$ cat src/rtl/alu_mc.sv
// Multi-cycle ALU with valid/ready handshake: single-cycle logic/arith/shift ops,
// iterative shift-add MUL and restoring DIVU/REMU, all results registered.
module alu_mc #(
   parameter int WIDTH   = 32,
   parameter int SHAMT_W = 5
) (
   input  logic             clk_i,
   input  logic             rst_i,
   input  logic             valid_i,
   output logic             ready_o,
   input  logic [WIDTH-1:0] data1_i,
   input  logic [WIDTH-1:0] data2_i,
   input  logic [3:0]       ALUCtrl_i,
   output logic             valid_o,
   output logic [WIDTH-1:0] data_o,
   output logic             zero_o
);

   localparam int CNT_W = SHAMT_W + 1;

   localparam logic [0:0] ST_IDLE = 1'b0;
   localparam logic [0:0] ST_CALC = 1'b1;

   localparam logic [3:0] OP_ADD  = 4'b0000;
   localparam logic [3:0] OP_SUB  = 4'b0001;
   localparam logic [3:0] OP_AND  = 4'b0010;
   localparam logic [3:0] OP_OR   = 4'b0011;
   localparam logic [3:0] OP_XOR  = 4'b0100;
   localparam logic [3:0] OP_SLL  = 4'b0101;
   localparam logic [3:0] OP_SRA  = 4'b0110;
   localparam logic [3:0] OP_SRL  = 4'b0111;
   localparam logic [3:0] OP_MUL  = 4'b1000;
   localparam logic [3:0] OP_DIVU = 4'b1001;
   localparam logic [3:0] OP_REMU = 4'b1010;

   localparam logic [1:0] K_MUL = 2'd0;
   localparam logic [1:0] K_DIV = 2'd1;
   localparam logic [1:0] K_REM = 2'd2;

   logic [0:0]       state_q, state_d;
   logic [CNT_W-1:0] cnt_q, cnt_d;
   logic [1:0]       kind_q, kind_d;
   logic [WIDTH-1:0] a_q, a_d;
   logic [WIDTH-1:0] b_q, b_d;
   logic [WIDTH-1:0] acc_q, acc_d;
   logic             valid_q, valid_d;
   logic [WIDTH-1:0] data_q, data_d;
   logic             zero_q, zero_d;

   logic [SHAMT_W-1:0] shamt_s;
   logic [WIDTH-1:0]   res1_s;
   logic               div_op_s;
   logic               multi_s;
   logic [WIDTH-1:0]   mul_acc_s;
   logic [WIDTH:0]     trial_s;
   logic [WIDTH:0]     diff_s;
   logic               qbit_s;
   logic [WIDTH-1:0]   rem_s;
   logic [WIDTH-1:0]   quo_s;

   assign shamt_s  = data2_i[SHAMT_W-1:0];
   assign div_op_s = (ALUCtrl_i == OP_DIVU) || (ALUCtrl_i == OP_REMU);
   assign multi_s  = (ALUCtrl_i == OP_MUL) || (div_op_s && (data2_i != {WIDTH{1'b0}}));

   // Single-cycle result, including the divide-by-zero short-circuit
   always_comb begin
      res1_s = {WIDTH{1'b0}};
      case (ALUCtrl_i)
         OP_ADD:  res1_s = data1_i + data2_i;
         OP_SUB:  res1_s = data1_i - data2_i;
         OP_AND:  res1_s = data1_i & data2_i;
         OP_OR:   res1_s = data1_i | data2_i;
         OP_XOR:  res1_s = data1_i ^ data2_i;
         OP_SLL:  res1_s = data1_i << shamt_s;
         OP_SRA:  res1_s = WIDTH'($signed(data1_i) >>> shamt_s);
         OP_SRL:  res1_s = data1_i >> shamt_s;
         OP_DIVU: res1_s = {WIDTH{1'b1}};
         OP_REMU: res1_s = data1_i;
         default: res1_s = {WIDTH{1'b0}};
      endcase
   end

   // One iteration step: acc_q is the product (MUL) or partial remainder (DIV),
   // a_q shifts the dividend out while the quotient bits shift in behind it
   assign mul_acc_s = acc_q + (b_q[0] ? a_q : {WIDTH{1'b0}});
   assign trial_s   = {acc_q, a_q[WIDTH-1]};
   assign diff_s    = trial_s - {1'b0, b_q};
   assign qbit_s    = (trial_s >= {1'b0, b_q});
   assign rem_s     = qbit_s ? diff_s[WIDTH-1:0] : trial_s[WIDTH-1:0];
   assign quo_s     = {a_q[WIDTH-2:0], qbit_s};

   // Next-state and result selection
   always_comb begin
      state_d = state_q;
      cnt_d   = cnt_q;
      kind_d  = kind_q;
      a_d     = a_q;
      b_d     = b_q;
      acc_d   = acc_q;
      valid_d = 1'b0;
      data_d  = data_q;
      case (state_q)
         ST_IDLE: begin
            if (valid_i) begin
               if (multi_s) begin
                  state_d = ST_CALC;
                  cnt_d   = CNT_W'(WIDTH);
                  a_d     = data1_i;
                  b_d     = data2_i;
                  acc_d   = {WIDTH{1'b0}};
                  if (ALUCtrl_i == OP_MUL) begin
                     kind_d = K_MUL;
                  end else if (ALUCtrl_i == OP_DIVU) begin
                     kind_d = K_DIV;
                  end else begin
                     kind_d = K_REM;
                  end
               end else begin
                  valid_d = 1'b1;
                  data_d  = res1_s;
               end
            end else begin
               state_d = ST_IDLE;
            end
         end
         ST_CALC: begin
            cnt_d = cnt_q - CNT_W'(1);
            if (kind_q == K_MUL) begin
               acc_d = mul_acc_s;
               a_d   = a_q << 1;
               b_d   = b_q >> 1;
            end else begin
               acc_d = rem_s;
               a_d   = quo_s;
            end
            if (cnt_q == CNT_W'(1)) begin
               state_d = ST_IDLE;
               valid_d = 1'b1;
               case (kind_q)
                  K_MUL:   data_d = mul_acc_s;
                  K_DIV:   data_d = quo_s;
                  default: data_d = rem_s;
               endcase
            end else begin
               state_d = ST_CALC;
            end
         end
         default: state_d = ST_IDLE;
      endcase
      zero_d = (data_d == {WIDTH{1'b0}});
   end

   // State and output registers
   always_ff @(posedge clk_i or negedge rst_i) begin
      if (!rst_i) begin
         state_q <= ST_IDLE;
         cnt_q   <= {CNT_W{1'b0}};
         kind_q  <= K_MUL;
         a_q     <= {WIDTH{1'b0}};
         b_q     <= {WIDTH{1'b0}};
         acc_q   <= {WIDTH{1'b0}};
         valid_q <= 1'b0;
         data_q  <= {WIDTH{1'b0}};
         zero_q  <= 1'b1;
      end else begin
         state_q <= state_d;
         cnt_q   <= cnt_d;
         kind_q  <= kind_d;
         a_q     <= a_d;
         b_q     <= b_d;
         acc_q   <= acc_d;
         valid_q <= valid_d;
         data_q  <= data_d;
         zero_q  <= zero_d;
      end
   end

   assign ready_o = (state_q == ST_IDLE);
   assign valid_o = valid_q;
   assign data_o  = data_q;
   assign zero_o  = zero_q;

endmodule

$ cat config.mk
export PLATFORM = sky130hd
export DESIGN_NAME = alu_mc
export DESIGN_NICKNAME = d
export VERILOG_FILES = /design/src/rtl/alu_mc.sv
export SDC_FILE = /design/constraint.sdc
export NUM_CORES = 1
export LEC_CHECK = 0
export CAP_MARGIN = 25
export CORE_MARGIN = 2
export CORE_UTILIZATION = 55
export CTS_CLUSTER_SIZE = 12
export DETAILED_ROUTE_END_ITERATION = 10
export PLACE_DENSITY = 0.8
export SETUP_SLACK_MARGIN = 0.05
export SYNTH_ARGS = -nofsm -noshare
export SYNTH_HDL_FRONTEND = slang
export SYNTH_SLANG_ARGS = --single-unit
$ cat constraint.sdc
create_clock -name clk_i -period 5.67 [get_ports clk_i]
set_input_delay 1.701 -clock clk_i [delete_from_list [all_inputs] [get_ports clk_i]]
set_output_delay 1.701 -clock clk_i [all_outputs]
set_load 0.02 [all_outputs]
==> flow_metrics.py <==
metrics = {
    "power": {
        "post-layout-total-power_mw": 11.5,
        "power_density_mw_per_mm2": 443,
        "leakage_nw": 11.4,
        "vdd_drop_max_mv": 0.258,
    },
    "grt": {
        "antenna_found_initial": 3,
        "grt.met2_usage_pct": 76.3,
        "gr_util_all_layers_pct": 48.7,
        "first_global_vias": 23697,
        "wire_length_of_the_first_global_routing_pass_mm": 144,
        "met1_routing_resource_usage_after_global_routing_pct": 60.1,
        "groute.layer.met3.usage_pct": 9.27,
        "grt_max_degree": 71,
        "global_route_congestion_overflow_total": 0,
        "global_route.peak_usage_layer": "met2",
    },
    "setup_path": {
        "r2r.worst_path.cells": 14,
        "crit_path_max_fanout": 5,
        "worstPathRequired_ns": 6.05,
        "critical-path-slowest-cell": "sky130_fd_sc_hd__mux4_2",
        "buffers_and_inverters_on_the_worst_path": 1,
        "max_stage_delay_ns": 0.61,
        "worst-setup-path-type": "input pin to flip-flop",
        "worst-endpoint-arrival_ns": 5.93,
        "crit_family": "simple AND/OR/NAND/NOR gates",
        "cp-start-kind": "input pin",
        "timing.critical_path.depth": 12,
        "crit_path_cell_trace": "clkdlybuf4s50_1 -> mux4_2 -> mux2_4 -> a32o_1 -> or4_1 -> a2111oi_2 -> a31o_1 -> o211ai_2 -> nor4_2 -> nand4_1 -> nor4_4 -> and2_1",
        "end_kind": "flip-flop",
    },
    "outcome": {
        "result_of_the_run": "completed",
    },
    "hold_path": {
        "hold-path-cell-count": 2,
        "holdCritPathClass": "flip-flop to flip-flop",
    },
    "placement": {
        "hpwlAfterDp_mm": 77.8,
        "place.port_buffers": 105,
        "gp_congestion": 1.16,
    },
    "clock_network": {
        "clock_sinks": 139,
        "cts_root_buffer": "sky130_fd_sc_hd__clkbuf_16",
        "cts_tree": "built",
        "clk_latency_ns": 0.45,
        "cts.path.max_buffers": 2,
        "cts_made_buffers": 17,
        "cts_max_level": 4,
        "cts.clk_slew.worst_paths_ns": 0.06,
        "post_cts_hold_buffer_count": 0,
    },
    "drt": {
        "dr.pass1.iters": 8,
        "routedWlPerCell_um": 27.3,
        "route.detailed.vias_per_inst": 6.98,
        "drt_iter0_drc": 3507,
        "drcViolationCount": 0,
        "num_vias": 25008,
        "postRouteWirelength_mm": 97.8,
        "antenna_violating_nets_post_route": 0,
    },
    "die": {
        "num_io_pins": 106,
        "fp.dieArea_sq_mm": 0.0395,
        "floorplan.initialDensity_pct": 55.7,
        "die_w_um": 199,
        "fp-row-count": 71,
        "die_height_um": 199,
        "core_region_area_sq_mm": 0.0375,
    },
    "yosys": {
        "synth_area_sq_mm": 0.0209,
        "synth-seq-cells": 139,
        "synth.distinct_cells": 106,
        "mappedNetlistNets": 2957,
        "seq_area_frac_synth_pct": 16.7,
        "synth_flop_cell": "sky130_fd_sc_hd__dfrtp_1",
        "synth_edf_count": 0,
        "post_synth_inst_count": 2720,
        "synthesis.area_per_instance_sq_um": 7.68,
        "ys.warnings.count": 0,
        "synth_async_sr_flop_share_pct": 100,
    },
    "final_layout": {
        "fraction_of_final_layout_cells_with_drive_strength_greater_than_1_pct": 21.0,
        "final_nets": 3294,
        "filler_cell_count": 3115,
        "most_frequent_standard_cell_in_the_layout_excluding_fill_and_tap_cells": "sky130_fd_sc_hd__buf_4",
        "layout_common_cells": "sky130_fd_sc_hd__buf_4 (405), sky130_fd_sc_hd__nand2_1 (262), sky130_fd_sc_hd__nor2_1 (238)",
        "post-route-util_pct": 69.2,
        "synthToLayoutAreaGrowth_pct": 24.2,
    },
    "sta": {
        "timing.hold.ws_ns": 0.548,
        "number_of_slew_limit_violations_in_the_final_report": 0,
        "finalSetupViolCount": 0,
        "final_min_period_over_clock_period_pct": 97.8,
        "maxSlewHeadroom_pct": 23.6,
        "hold_violations": 0,
        "rsz0062_at_grt": "yes",
        "period_needed_ns": 5.55,
        "fmax_mhz": 180,
        "setup-tns-final_ns": 0,
        "fin_worst_skew_ns": 0.0121,
        "tightest_slew_ns": 1.14,
    },
    "flow_run": {
        "maxCapViolCount": 0,
    },
}
path summary, 6_finish.rpt:
path	from	slack [ns]	endpoint
setup / recovery	data1_i[25]	0.12	zero_o
hold / removal	cnt_q[1]	0.55	cnt_q[1]
setup reg to reg	b_q[30]	0.85	zero_o
hold reg to reg	cnt_q[1]	0.55	cnt_q[1]
max in group asynchronous	rst_i	3.42	data_o[16]
min in group asynchronous	rst_i	1.27	acc_q[29]
synthesized netlist by cell type, types with 17 or more instances:
cell / count / area (sq um)
sky130_fd_sc_hd__nand2_1: 264 / 991
sky130_fd_sc_hd__nor2_1: 240 / 901
sky130_fd_sc_hd__a21oi_1: 228 / 1140
sky130_fd_sc_hd__o21ai_0: 173 / 866
sky130_fd_sc_hd__ha_1: 163 / 2040
sky130_fd_sc_hd__clkbuf_1: 147 / 552
sky130_fd_sc_hd__dfrtp_1: 138 / 3450
sky130_fd_sc_hd__inv_1: 134 / 503
sky130_fd_sc_hd__mux2i_1: 103 / 1030
sky130_fd_sc_hd__xnor2_1: 71 / 622
sky130_fd_sc_hd__mux4_2: 55 / 1240
sky130_fd_sc_hd__nor3_1: 55 / 275
sky130_fd_sc_hd__nand3_1: 51 / 255
sky130_fd_sc_hd__and2_1: 49 / 307
sky130_fd_sc_hd__o211ai_1: 41 / 308
sky130_fd_sc_hd__a211oi_1: 39 / 293
sky130_fd_sc_hd__a21o_1: 38 / 285
sky130_fd_sc_hd__a31oi_1: 34 / 213
sky130_fd_sc_hd__buf_2: 33 / 165
sky130_fd_sc_hd__nand4_1: 28 / 175
sky130_fd_sc_hd__xor2_1: 28 / 245
sky130_fd_sc_hd__a22oi_1: 27 / 203
sky130_fd_sc_hd__o21a_1: 26 / 195
sky130_fd_sc_hd__nand2b_1: 22 / 138
sky130_fd_sc_hd__nor2b_1: 22 / 138
sky130_fd_sc_hd__nor4_1: 22 / 138
sky130_fd_sc_hd__a22o_1: 21 / 184
sky130_fd_sc_hd__o22ai_1: 21 / 131
sky130_fd_sc_hd__mux2_2: 19 / 214
sky130_fd_sc_hd__o221ai_1: 18 / 158
sky130_fd_sc_hd__o21ai_1: 17 / 85.1
worst min-delay path, delay by kind of cell (launching register included):
| family | cells | cell delay [ns] |
|---|---|---|
| AND/OR/NAND/NOR | 1 | 0.07 |
| flip-flops | 1 | 0.37 |
| AO/OA/AOI/OAI | 1 | 0.07 |
state kept, by name (all words and copies together), names as in the netlist:
register / flops
a_q: 32
acc_q: 32
b_q: 32
cnt_q: 6
data_o: 32
kind_q: 2
state_q: 1
valid_o: 1
zero_o: 1
area by class of cell:
type / count / area, sq um / area share, %
Antenna cell: 1 / 2.50 / 0.00964
Clock buffer: 22 / 474 / 1.83
Clock inverter: 9 / 88.8 / 0.342
Inverter: 139 / 527 / 2.03
Multi-Input combinational cell: 2230 / 16400 / 63.1
Sequential cell: 139 / 3480 / 13.4
Tap cell: 511 / 639 / 2.46
Timing Repair Buffer: 530 / 4350 / 16.8
timing repair:
| item | CTS | global route |
|---|---|---|
| buffers inserted | 12 | 8 |
| gates cloned | 0 | 0 |
| endpoints found under the setup margin | 3 | 1 |
| gates resized for setup | 44 | 59 |
| pin swaps | 27 | 37 |
per-layer routing:
layer / part of all wire (%) / vias up
met4: 8.3 / 2
li1: - / 10840
met1: 37 / 11778
met5: 0.0072 / -
met3: 11 / 461
met2: 44 / 1927
kinds of logic after synthesis:
family	synth area share (%)
AO/OA/AOI/OAI	29.2
flip-flops	16.7
multiplexers	12.8
buffers and inverters	7.01
XOR/XNOR	4.15
adder cells (fa/ha/maj)	10.1
AND/OR/NAND/NOR	20.1
report_power, final:
part	total (mW)	switching (mW)	leakage, nW	internal [mW]
clock network	1.09	0.457	0.269	0.637
logic	8.39	5.11	9.46	3.27
registers	2.03	0.574	1.71	1.45
total	11.5	6.15	11.4	5.36
stage by stage:
| stage | instance area, sq um | instances | worst slack [ns] |
|---|---|---|---|
| floorplan | 21100 | 2720 | -0.372 |
| global placement | 24900 | 3527 | -0.665 |
| detailed placement | 24900 | 3528 | -0.743 |
| CTS | 25700 | 3571 | 0.0504 |
| global route | 25900 | 3580 | -0.0213 |
| finish | 25900 | 3581 | 0.124 |
Power figures use the tool's default switching activity.
